## config.mk

```make
export PLATFORM = sky130hd
export DESIGN_NAME = transfer_register_sequencer
export DESIGN_NICKNAME = d
export VERILOG_FILES = /design/src/rtl/transfer_register_sequencer_pkg.sv /design/src/rtl/transfer_register_sequencer_arbiter.sv /design/src/rtl/transfer_register_sequencer.sv
export SDC_FILE = /design/constraint.sdc
export NUM_CORES = 1
export LEC_CHECK = 0
export ABC_AREA = 0
export CORE_UTILIZATION = 43
export CTS_CLUSTER_SIZE = 12
export DETAILED_ROUTE_END_ITERATION = 8
export PLACE_DENSITY = 0.78
export SLEW_MARGIN = 30
export SYNTH_ARGS = -nofsm -noshare
export SYNTH_HDL_FRONTEND = slang
export SYNTH_SLANG_ARGS = --single-unit
```

## constraint.sdc

```tcl
create_clock -name clk -period 2.26 [get_ports clk]
set_clock_uncertainty 0.1 [all_clocks]
set_input_delay 0.452 -clock clk [delete_from_list [all_inputs] [get_ports clk]]
set_output_delay 0.452 -clock clk [all_outputs]
set_load 0.01 [all_outputs]
```

## src/rtl/transfer_register_sequencer_pkg.sv

```systemverilog
// Shared definitions for the transfer-register sequencer: micro-op encoding
// and the bit layout of the internal strobe vector.
package transfer_pkg;

   typedef enum logic [3:0] {
      OP_NOP     = 4'd0,
      OP_LD_TL   = 4'd1,
      OP_LD_TH   = 4'd2,
      OP_RD_TL   = 4'd3,
      OP_RD_TH   = 4'd4,
      OP_RD_MODE = 4'd5,
      OP_LD_TX   = 4'd6,
      OP_WR_TX   = 4'd7,
      OP_PTR     = 4'd8,
      OP_LD16    = 4'd9,
      OP_ST16    = 4'd10
   } tx_op_t;

   localparam int unsigned STROBE_W    = 8;
   localparam int unsigned S_A_TL      = 0;
   localparam int unsigned S_L_TL      = 1;
   localparam int unsigned S_A_TH      = 2;
   localparam int unsigned S_L_TH      = 3;
   localparam int unsigned S_L_TX      = 4;
   localparam int unsigned S_A_TX_ADDR = 5;
   localparam int unsigned S_A_TX_XFER = 6;
   localparam int unsigned S_A_TX_MODE = 7;

   // Strobes are active-low on the pins; this is the all-released value.
   localparam logic [STROBE_W-1:0] STROBE_OFF = '1;

endpackage

```

## src/rtl/transfer_register_sequencer_arbiter.sv

```systemverilog
// Address-bus arbiter: grants the memory requester whenever the pipeline is not
// loading a transfer register, and forces it through after STARVE_MAX denials.
module transfer_addr_arbiter #(
   parameter int unsigned STARVE_MAX = 2
) (
   input  logic clk,
   input  logic rst_n,
   input  logic mem_req,
   input  logic in_idle,
   input  logic load_nxt,
   output logic force_mem,
   output logic grant,
   output logic mem_gnt
);
   localparam int unsigned CW = (STARVE_MAX < 1) ? 1 : $clog2(STARVE_MAX + 1);
   localparam logic [CW-1:0] CNT_MAX = CW'(STARVE_MAX);

   logic [CW-1:0] starve_cnt;

   // Forcing waits for IDLE so the high-byte phase is never interrupted.
   assign force_mem = in_idle && (starve_cnt == CNT_MAX);
   assign grant     = mem_req && (force_mem || !load_nxt);

   always_ff @(posedge clk or negedge rst_n) begin
      if (!rst_n) begin
         starve_cnt <= '0;
         mem_gnt    <= 1'b0;
      end else begin
         mem_gnt <= grant;
         if (!mem_req || grant)
            starve_cnt <= '0;
         else if (starve_cnt != CNT_MAX)
            starve_cnt <= starve_cnt + 1'b1;
      end
   end

endmodule

```

## src/rtl/transfer_register_sequencer.sv

```systemverilog
// Transfer-register sequencer: converts pipeline micro-ops into registered,
// active-low TL/TH/TX strobes, splitting 16-bit moves into two byte cycles.
module transfer_register_sequencer
   import transfer_pkg::*;
#(
   parameter int unsigned STARVE_MAX = 2
) (
   input  logic       clk,
   input  logic       rst_n,
   input  logic       op_valid,
   input  logic [3:0] op_code,
   output logic       op_ready,
   input  logic       mem_req,
   output logic       mem_gnt,
   output logic       a_tl,
   output logic       a_th,
   output logic       a_tx_mode,
   output logic       a_tx_addr,
   output logic       a_tx_xfer,
   output logic       l_tl,
   output logic       l_th,
   output logic       l_tx,
   output logic       busy,
   output logic       err
);
   localparam logic [0:0] ST_IDLE = 1'b0;
   localparam logic [0:0] ST_HI   = 1'b1;

   logic [0:0]          state, state_nxt;
   logic                hi_store, hi_store_nxt;
   logic [STROBE_W-1:0] strb_nxt, strb_bus, strb_q;
   logic                accept, illegal, load_nxt, force_mem, grant, in_idle;

   assign in_idle  = (state == ST_IDLE);
   assign op_ready = in_idle && !force_mem;
   assign accept   = op_valid && op_ready;
   assign busy     = (state == ST_HI);

   always_comb begin
      strb_nxt     = '0;
      state_nxt    = ST_IDLE;
      hi_store_nxt = hi_store;
      illegal      = 1'b0;
      if (state == ST_HI) begin
         if (hi_store) strb_nxt[S_A_TH] = 1'b1;
         else          strb_nxt[S_L_TH] = 1'b1;
      end else if (accept) begin
         case (op_code)
            OP_NOP:     ;
            OP_LD_TL:   strb_nxt[S_L_TL]      = 1'b1;
            OP_LD_TH:   strb_nxt[S_L_TH]      = 1'b1;
            OP_RD_TL:   strb_nxt[S_A_TL]      = 1'b1;
            OP_RD_TH:   strb_nxt[S_A_TH]      = 1'b1;
            OP_RD_MODE: strb_nxt[S_A_TX_MODE] = 1'b1;
            OP_LD_TX:   strb_nxt[S_L_TX]      = 1'b1;
            OP_WR_TX:   strb_nxt[S_A_TX_XFER] = 1'b1;
            OP_PTR:     strb_nxt[S_A_TX_ADDR] = 1'b1;
            OP_LD16: begin
               strb_nxt[S_L_TL] = 1'b1;
               state_nxt        = ST_HI;
               hi_store_nxt     = 1'b0;
            end
            OP_ST16: begin
               strb_nxt[S_A_TL] = 1'b1;
               state_nxt        = ST_HI;
               hi_store_nxt     = 1'b1;
            end
            default: illegal = 1'b1;
         endcase
      end
   end

   assign load_nxt = strb_nxt[S_L_TL] || strb_nxt[S_L_TH] || strb_nxt[S_L_TX];

   // A PTR and a memory grant share the one address-drive strobe.
   always_comb begin
      strb_bus              = strb_nxt;
      strb_bus[S_A_TX_ADDR] = strb_nxt[S_A_TX_ADDR] || grant;
   end

   transfer_addr_arbiter #(
      .STARVE_MAX(STARVE_MAX)
   ) u_arbiter (
      .clk      (clk),
      .rst_n    (rst_n),
      .mem_req  (mem_req),
      .in_idle  (in_idle),
      .load_nxt (load_nxt),
      .force_mem(force_mem),
      .grant    (grant),
      .mem_gnt  (mem_gnt)
   );

   always_ff @(posedge clk or negedge rst_n) begin
      if (!rst_n) begin
         strb_q   <= STROBE_OFF;
         state    <= ST_IDLE;
         hi_store <= 1'b0;
         err      <= 1'b0;
      end else begin
         strb_q   <= ~strb_bus;
         state    <= state_nxt;
         hi_store <= hi_store_nxt;
         if (accept && illegal) err <= 1'b1;
      end
   end

   assign a_tl      = strb_q[S_A_TL];
   assign l_tl      = strb_q[S_L_TL];
   assign a_th      = strb_q[S_A_TH];
   assign l_th      = strb_q[S_L_TH];
   assign l_tx      = strb_q[S_L_TX];
   assign a_tx_addr = strb_q[S_A_TX_ADDR];
   assign a_tx_xfer = strb_q[S_A_TX_XFER];
   assign a_tx_mode = strb_q[S_A_TX_MODE];

endmodule

```

==> summary.md, run 1 <==
| Metric | Value |
|---|---|
| Status | completed |
| Row count | 13 |
| Fin nets | 90 |
| CP max stage cell | clkdlybuf4s50_1 |
| Async SR Flop Fraction | 100% |
| Via Count | 524 |
| Routed WL per cell | 12.9 um |
| Max-slew violations | 0 |
| Total inserted antenna cells | 0 |
| Largest net degree at the start of global routing | 15 |
| Max cap viols | 0 |
| Die area | 1640 um2 |
| Setup violators final | 0 |
| Final hold violations | 0 |
| Htree depth | 1 |
| Rel. slew slack | 61.0% |
| Multi-input gate area | 251 um2 |
| Post-synth top area cell | dfstp_2 |
| Worst slew pin tran | 584 ps |
| Setup crit start | busy |
| EDFF count, synth | 0 |
| Total I/O pin count | 20 |
| Prevailing post-synth register cell | dfstp_2 |
| CP Capture Type | output port |
| Worst hold path class | register to register |
| Sw Ratio | 22.5% |
| Fin crit share | 83.3% |
| Postcts setup bufs | 0 |
| CP required | 1710 ps |
| Power share of the clock group | 33.8% |
| Fmax | 0.531 GHz |
| Fill cells | 97 |
| Setup slack at placement | 216 ps |
| Area grow syn2layout | 41.8% |
| Synthesized instance count | 56 |
| Crit path max-delay family | buffers and inverters |
| Reg-to-Reg Start | u_arbiter.starve_cnt[0] |
| Seq pwr share | 51.4% |
| DR iter-0 viols | 13 |
| CP arrival | 1330 ps |
| Worst hold path cell count | 2 |
| Net Switching | 0.116 mW |
| Worst path bufs/invs | 1 |
| Number of global-route vias before repair | 434 |
| CP Cell Sequence | clkdlybuf4s50_1 |
| Port bufs | 19 |
| Startpoint class of the critical path | register |
| Worst Setup Slack, final | 378 ps |
| Comb power frac | 14.8% |
| Layout cells sized above 1 | 25.0% |
| Syn_nets | 65 |
| P_int | 0.401 mW |
| GRT overflow | 0 |
| Starting density of the core | 47.8% |
| Detail Route Antenna Nets | 0 |
| Pre-antenna DRT Iters | 4 |
| Synth warn | 0 |
| R2R Path End | strb_q[6] |
| Final RePlAce weighted congestion | 0.864 |
| Max Root-Sink Buffers | 2 |
| Worst vdd ir | 0.429 mV |
| First-pass GRT wire length | 1.81 mm |
| FF-to-FF path depth | 5 |
| Seq. cell area | 360 um2 |
| RSZ-0062 raised after global routing | no |
| Clk root buf | clkbuf_4 |
| Routed WL | 1.22 mm |
| CTS Buf Count | 3 |
| Gr usage total | 17.6% |
| Distinct cells, synth | 25 |
| Initial antenna violation count | 0 |
| Die Wd | 40.5 um |
| Pleak | 0.376 nW |
| Sequential fraction of the synthesis area | 56.5% |
| Core ar. | 1330 um2 |
| Pwr Density | 572 nW/um2 |
| Post-DP HPWL | 947 um |
| DR vias/cell | 5.52 |
| TritonCTS clock tree | done |
| Setup TNS | 0 ps |
| CTS sink cnt | 14 |
| Top cells by area, synth | dfstp_2 33%, dfrtp_1 24%, nand2b_1 3.9% |
| Fin crit period | 1880 ps |
| Clock-pin transition on the worst setup and hold timing paths | 80 ps |
| Critical path fanouts, max | 6 |
| Synth Area per Inst | 11.4 um2 |
| WS Path Type | register to output port |
| Worst setup path end | busy |
| Top cell type's share of synthesized area | 32.9% |
| R2R setup slack | 480 ps |
| Clock latency on the worst-skew pair | 280 ps |
| Mapped Area | 638 um2 |
| Synth Register Bits | 14 |
| Die extent in y | 40.5 um |
| Worst hold margin | 385 ps |
| Crit-path max cell delay | 580 ps |
| WP depth | 1 |
| Drt drc | 0 |
-- how the worst min path moves through the flow --
stage | startpoint | end | slack (ps)
2_1_floorplan | rst_n | busy | 60
3_3_place_gp | err | err | 370
3_5_place_dp | err | err | 380
4_1_cts | err | err | 400
5_1_grt | err | err | 410
6_report | err | err | 380
-- cell families (layout without fill, tap and decap cells) --
family                     Yosys count  after routing  share of synthesized area, %
DFF                                 14             14                          56.5
buffers and inverters                7             31                          4.51
xor gates and xnor gates             2              2                          2.75
and+or+nand+nor                     19             19                          18.4
adders and majority gates            1              1                          1.96
AOI/OAI and AO/OA                   13             13                          15.9
-- final cells by class --
cell class                 instances  area share (%)
clock buffer                       4            4.01
inverter                           4            1.66
multi-input combinational         35            27.8
sequential                        14            39.8
tap                               15            2.07
timing repair buffer              23            24.6
-- placed cells by master, fill, tap and decap left out, types with 3 or more instances in the layout --
| cell | instances |
|---|---|
| dfstp_2 | 8 |
| clkdlybuf4s50_1 | 18 |
| inv_1 | 4 |
| buf_4 | 4 |
| clkbuf_4 | 3 |
| nand2b_1 | 4 |
| dfrtp_1 | 6 |
| nor3b_1 | 3 |
| a21oi_1 | 4 |
| nand3_1 | 3 |
-- power by group through the flow --
stage          Sequential (mW)  Combinational, mW  Clock, mW
6_report                 0.266             0.0766      0.175
5_1_grt                  0.267             0.0829      0.196
4_1_cts                  0.266             0.0771      0.181
3_5_place_dp             0.270             0.0766          0
3_3_place_gp             0.270             0.0751          0
2_1_floorplan            0.273             0.0314          0
-- registers in the layout, indices dropped and copies added (netlist names) --
signal	flops
busy	1
hi_store	1
err	1
u_arbiter.starve_cnt	2
strb_q	8
u_arbiter.mem_gnt	1
-- cells in the mapped netlist, drive strengths merged (2+ instances only) --
cell type and number:
a211oi 2, a21oi 4, a31oi 2, and3 2, buf 2, dfrtp 6, dfstp 8, inv 4
nand2b 4, nand3 3, nor2 3, nor3b 3, xor2 2
-- layer usage --
| layer | share of wire, % | vias up | wire (um) | GRT usage [%] |
|---|---|---|---|---|
| met4 | 2.8 | 0 | 34 | 14.2 |
| met3 | 7.2 | 4 | 88 | 5.00 |
| met1 | 43 | 242 | 528 | 20.9 |
| li1 | - | 253 | - | - |
| met2 | 47 | 25 | 571 | 26.2 |
| met5 | 0 | - | 0 | 0 |
-- what timing repair did --
item,in CTS,in global routing
setup endpoints to repair,1,1
hold buffers,0,0
endpoints found under the hold margin,0,0
gates resized for setup,1,1
-- through the flow --
step	util [%]	instance area (um2)	total power, mW	cells
final	67.8	905	0.517	95
after global routing	67.8	905	0.546	95
after CTS	67.6	902	0.524	95
after detailed placement	64.7	863	0.347	91
after global placement	64.7	863	0.345	91
after floorplan	-	638	0.305	56
Note: power is estimated with default switching activity, not from simulation.
==> inputs of run 2 (changes only) <==
Clock period 2.26 ns to 1.9 ns, I/O delays scaled along.
==> run 2 against run 1 <==
  * Sequential cell count did not move
  * Combinational power rose by 28%
  * Routed wire length rose by 14%
  * Critical path type unchanged
  * Critical path depth did not move
  * Sequential share of layout area fell by 1.0 points
  * Die area did not move
  * Hold slack got worse by 140 ps
  * Global-route usage rose by 2.5 points
==> summary.md, run 2 (synthesis gave the netlist of run 1 again) <==
| Metric | Value |
|---|---|
| Postcts setup bufs | 0 |
| R2R setup slack | 100 ps |
| Max Root-Sink Buffers | 2 |
| Initial antenna violation count | 0 |
| Largest net degree at the start of global routing | 9 |
| Die extent in y | 40.5 um |
| CTS Buf Count | 3 |
| Setup violators final | 0 |
| Worst hold path class | primary input to asynchronous set/reset pin |
| CP Capture Type | output port |
| Max cap viols | 0 |
| TritonCTS clock tree | done |
| Area grow syn2layout | 45.5% |
| First-pass GRT wire length | 2.04 mm |
| RSZ-0062 raised after global routing | no |
| Detail Route Antenna Nets | 0 |
| Fmax | 0.550 GHz |
| Htree depth | 1 |
| Starting density of the core | 47.8% |
| Via Count | 542 |
| Largest register by flop count | strb_q |
| Critical path fanouts, max | 1 |
| Die Wd | 40.5 um |
| Drt drc | 0 |
| Worst slew pin tran | 361 ps |
| Reg-to-Reg Start | u_arbiter.starve_cnt[0] |
| Worst Setup Slack, final | 83.1 ps |
| Fin crit period | 1820 ps |
| Regs by FF count | strb_q: 8 flops, u_arbiter.starve_cnt: 2 flops |
| Setup TNS | 0 ps |
| Core ar. | 1330 um2 |
| Max-slew violations | 0 |
| Clock latency on the worst-skew pair | 280 ps |
| Routed WL | 1.39 mm |
| Row count | 13 |
| Worst vdd ir | 0.298 mV |
| Commonest non-fill, non-tap cell in the layout | clkdlybuf4s50_1 |
| Number of flip-flops in the largest register | 8 |
| Pleak | 0.397 nW |
| Fin nets | 96 |
| WS Path Type | register to output port |
| Final RePlAce weighted congestion | 0.817 |
| FF-to-FF path depth | 5 |
| Startpoint class of the critical path | register |
| CP required | 1420 ps |
| Dpl cells | 97 |
| Pwr Density | 627 nW/um2 |
| Rel. slew slack | 75.9% |
| Crit path max-delay family | buffers and inverters |
| DR iter-0 viols | 11 |
| Crit-path max cell delay | 540 ps |
| Worst path bufs/invs | 1 |
| Total I/O pin count | 20 |
| Clock-pin transition on the worst setup and hold timing paths | 80 ps |
| CP max stage cell | clkdlybuf4s50_1 |
| Final Instance Area | 928 um2 |
| DR vias/cell | 5.42 |
| Status | completed |
| Setup slack at placement | -53.6 ps |
| CTS sink cnt | 14 |
| Number of global-route vias before repair | 465 |
| Fill cells | 100 |
| Die area | 1640 um2 |
| Most frequent cells in the layout | 18 x clkdlybuf4s50_1, 10 x buf_4, 8 x dfstp_2, 6 x dfrtp_1 |
| Final non-filler cell total | 100 |
| CP arrival | 1340 ps |
| R2R Path End | strb_q[6] |
| Fin crit share | 95.6% |
| Clk root buf | clkbuf_4 |
| Layout cells sized above 1 | 30.6% |
| Port bufs | 19 |
| Placed cell area | 908 um2 |
| Post-DP HPWL | 1.07 mm |
| Routed WL per cell | 13.9 um |
| GRT overflow | 0 |
| CP Cell Sequence | clkdlybuf4s50_1 |
| Gr usage total | 20.1% |
| Final hold violations | 0 |
| Pre-antenna DRT Iters | 4 |
| Total inserted antenna cells | 0 |
==> run 2: cell count changes in the layout (fill, tap and decap cells not counted) <==
cell and delta:
buf_4 +6, clkbuf_2 +1, clkbuf_8 -1, dlymetal6s2s_1 -1
==> run 2: where the power goes <==
group	switching, mW	internal, mW
Sequential	0.00481	0.312
Combinational	0.0441	0.0542
Clock	0.0933	0.0736
Total	0.142	0.439
==> run 2: worst max-delay path by stage <==
stage | end | depth (start not counted) | slack, ps | start
5_1_grt | a_tx_mode | 1 | 30 | strb_q[7]
2_1_floorplan | u_arbiter.mem_gnt | 5 | 250 | u_arbiter.starve_cnt[0]
4_1_cts | op_ready | 4 | 30 | u_arbiter.starve_cnt[0]
3_3_place_gp | strb_q[2] | 4 | -10 | op_valid
6_report | a_tx_mode | 1 | 80 | strb_q[7]
3_5_place_dp | strb_q[6] | 4 | -50 | op_valid
==> run 2: area by class of cell <==
| type | instances | area (um2) | area share [%] |
|---|---|---|---|
| Multi-Input combinational cell | 35 | 251 | 27.1 |
| Inverter | 4 | 15.0 | 1.62 |
| Clock buffer | 3 | 22.5 | 2.43 |
| Timing Repair Buffer | 29 | 260 | 28.0 |
| Sequential cell | 14 | 360 | 38.8 |
| Tap cell | 15 | 18.8 | 2.02 |
==> run 2: metrics by stage <==
stage | util [%] | total power [mW] | hold slack [ps]
after detailed placement | 68.1 | 0.420 | 373
after floorplan | - | 0.362 | -15.6
after global placement | 68.1 | 0.417 | 359
after global routing | 69.6 | 0.611 | 241
final | 69.6 | 0.582 | 247
after CTS | 69.7 | 0.583 | 250
==> run 2: routing by layer <==
layer / wire length [um] / up-vias / GRT usage (%)
met5: 0 / - / 0
met4: 34 / 0 / 15.0
met3: 54 / 5 / 5.00
met2: 653 / 23 / 30.2
met1: 650 / 251 / 24.5
li1: - / 263 / -
==> run 2: what timing repair did <==
| action | CTS | global route |
|---|---|---|
| setup endpoints to repair | 1 | 1 |
| pin swaps | 0 | 0 |
| hold buffers | 0 | 0 |
| resized for setup | 1 | 3 |
==> run 2: worst reg2reg max path: cells and delay by family (launching register included) <==
| kind | cells | cell delay [ps] |
|---|---|---|
| AND/OR/NAND/NOR | 3 | 920 |
| flip-flops | 1 | 400 |
| buffers and inverters | 1 | 60 |
| adder cells (fa/ha/maj) | 1 | 240 |
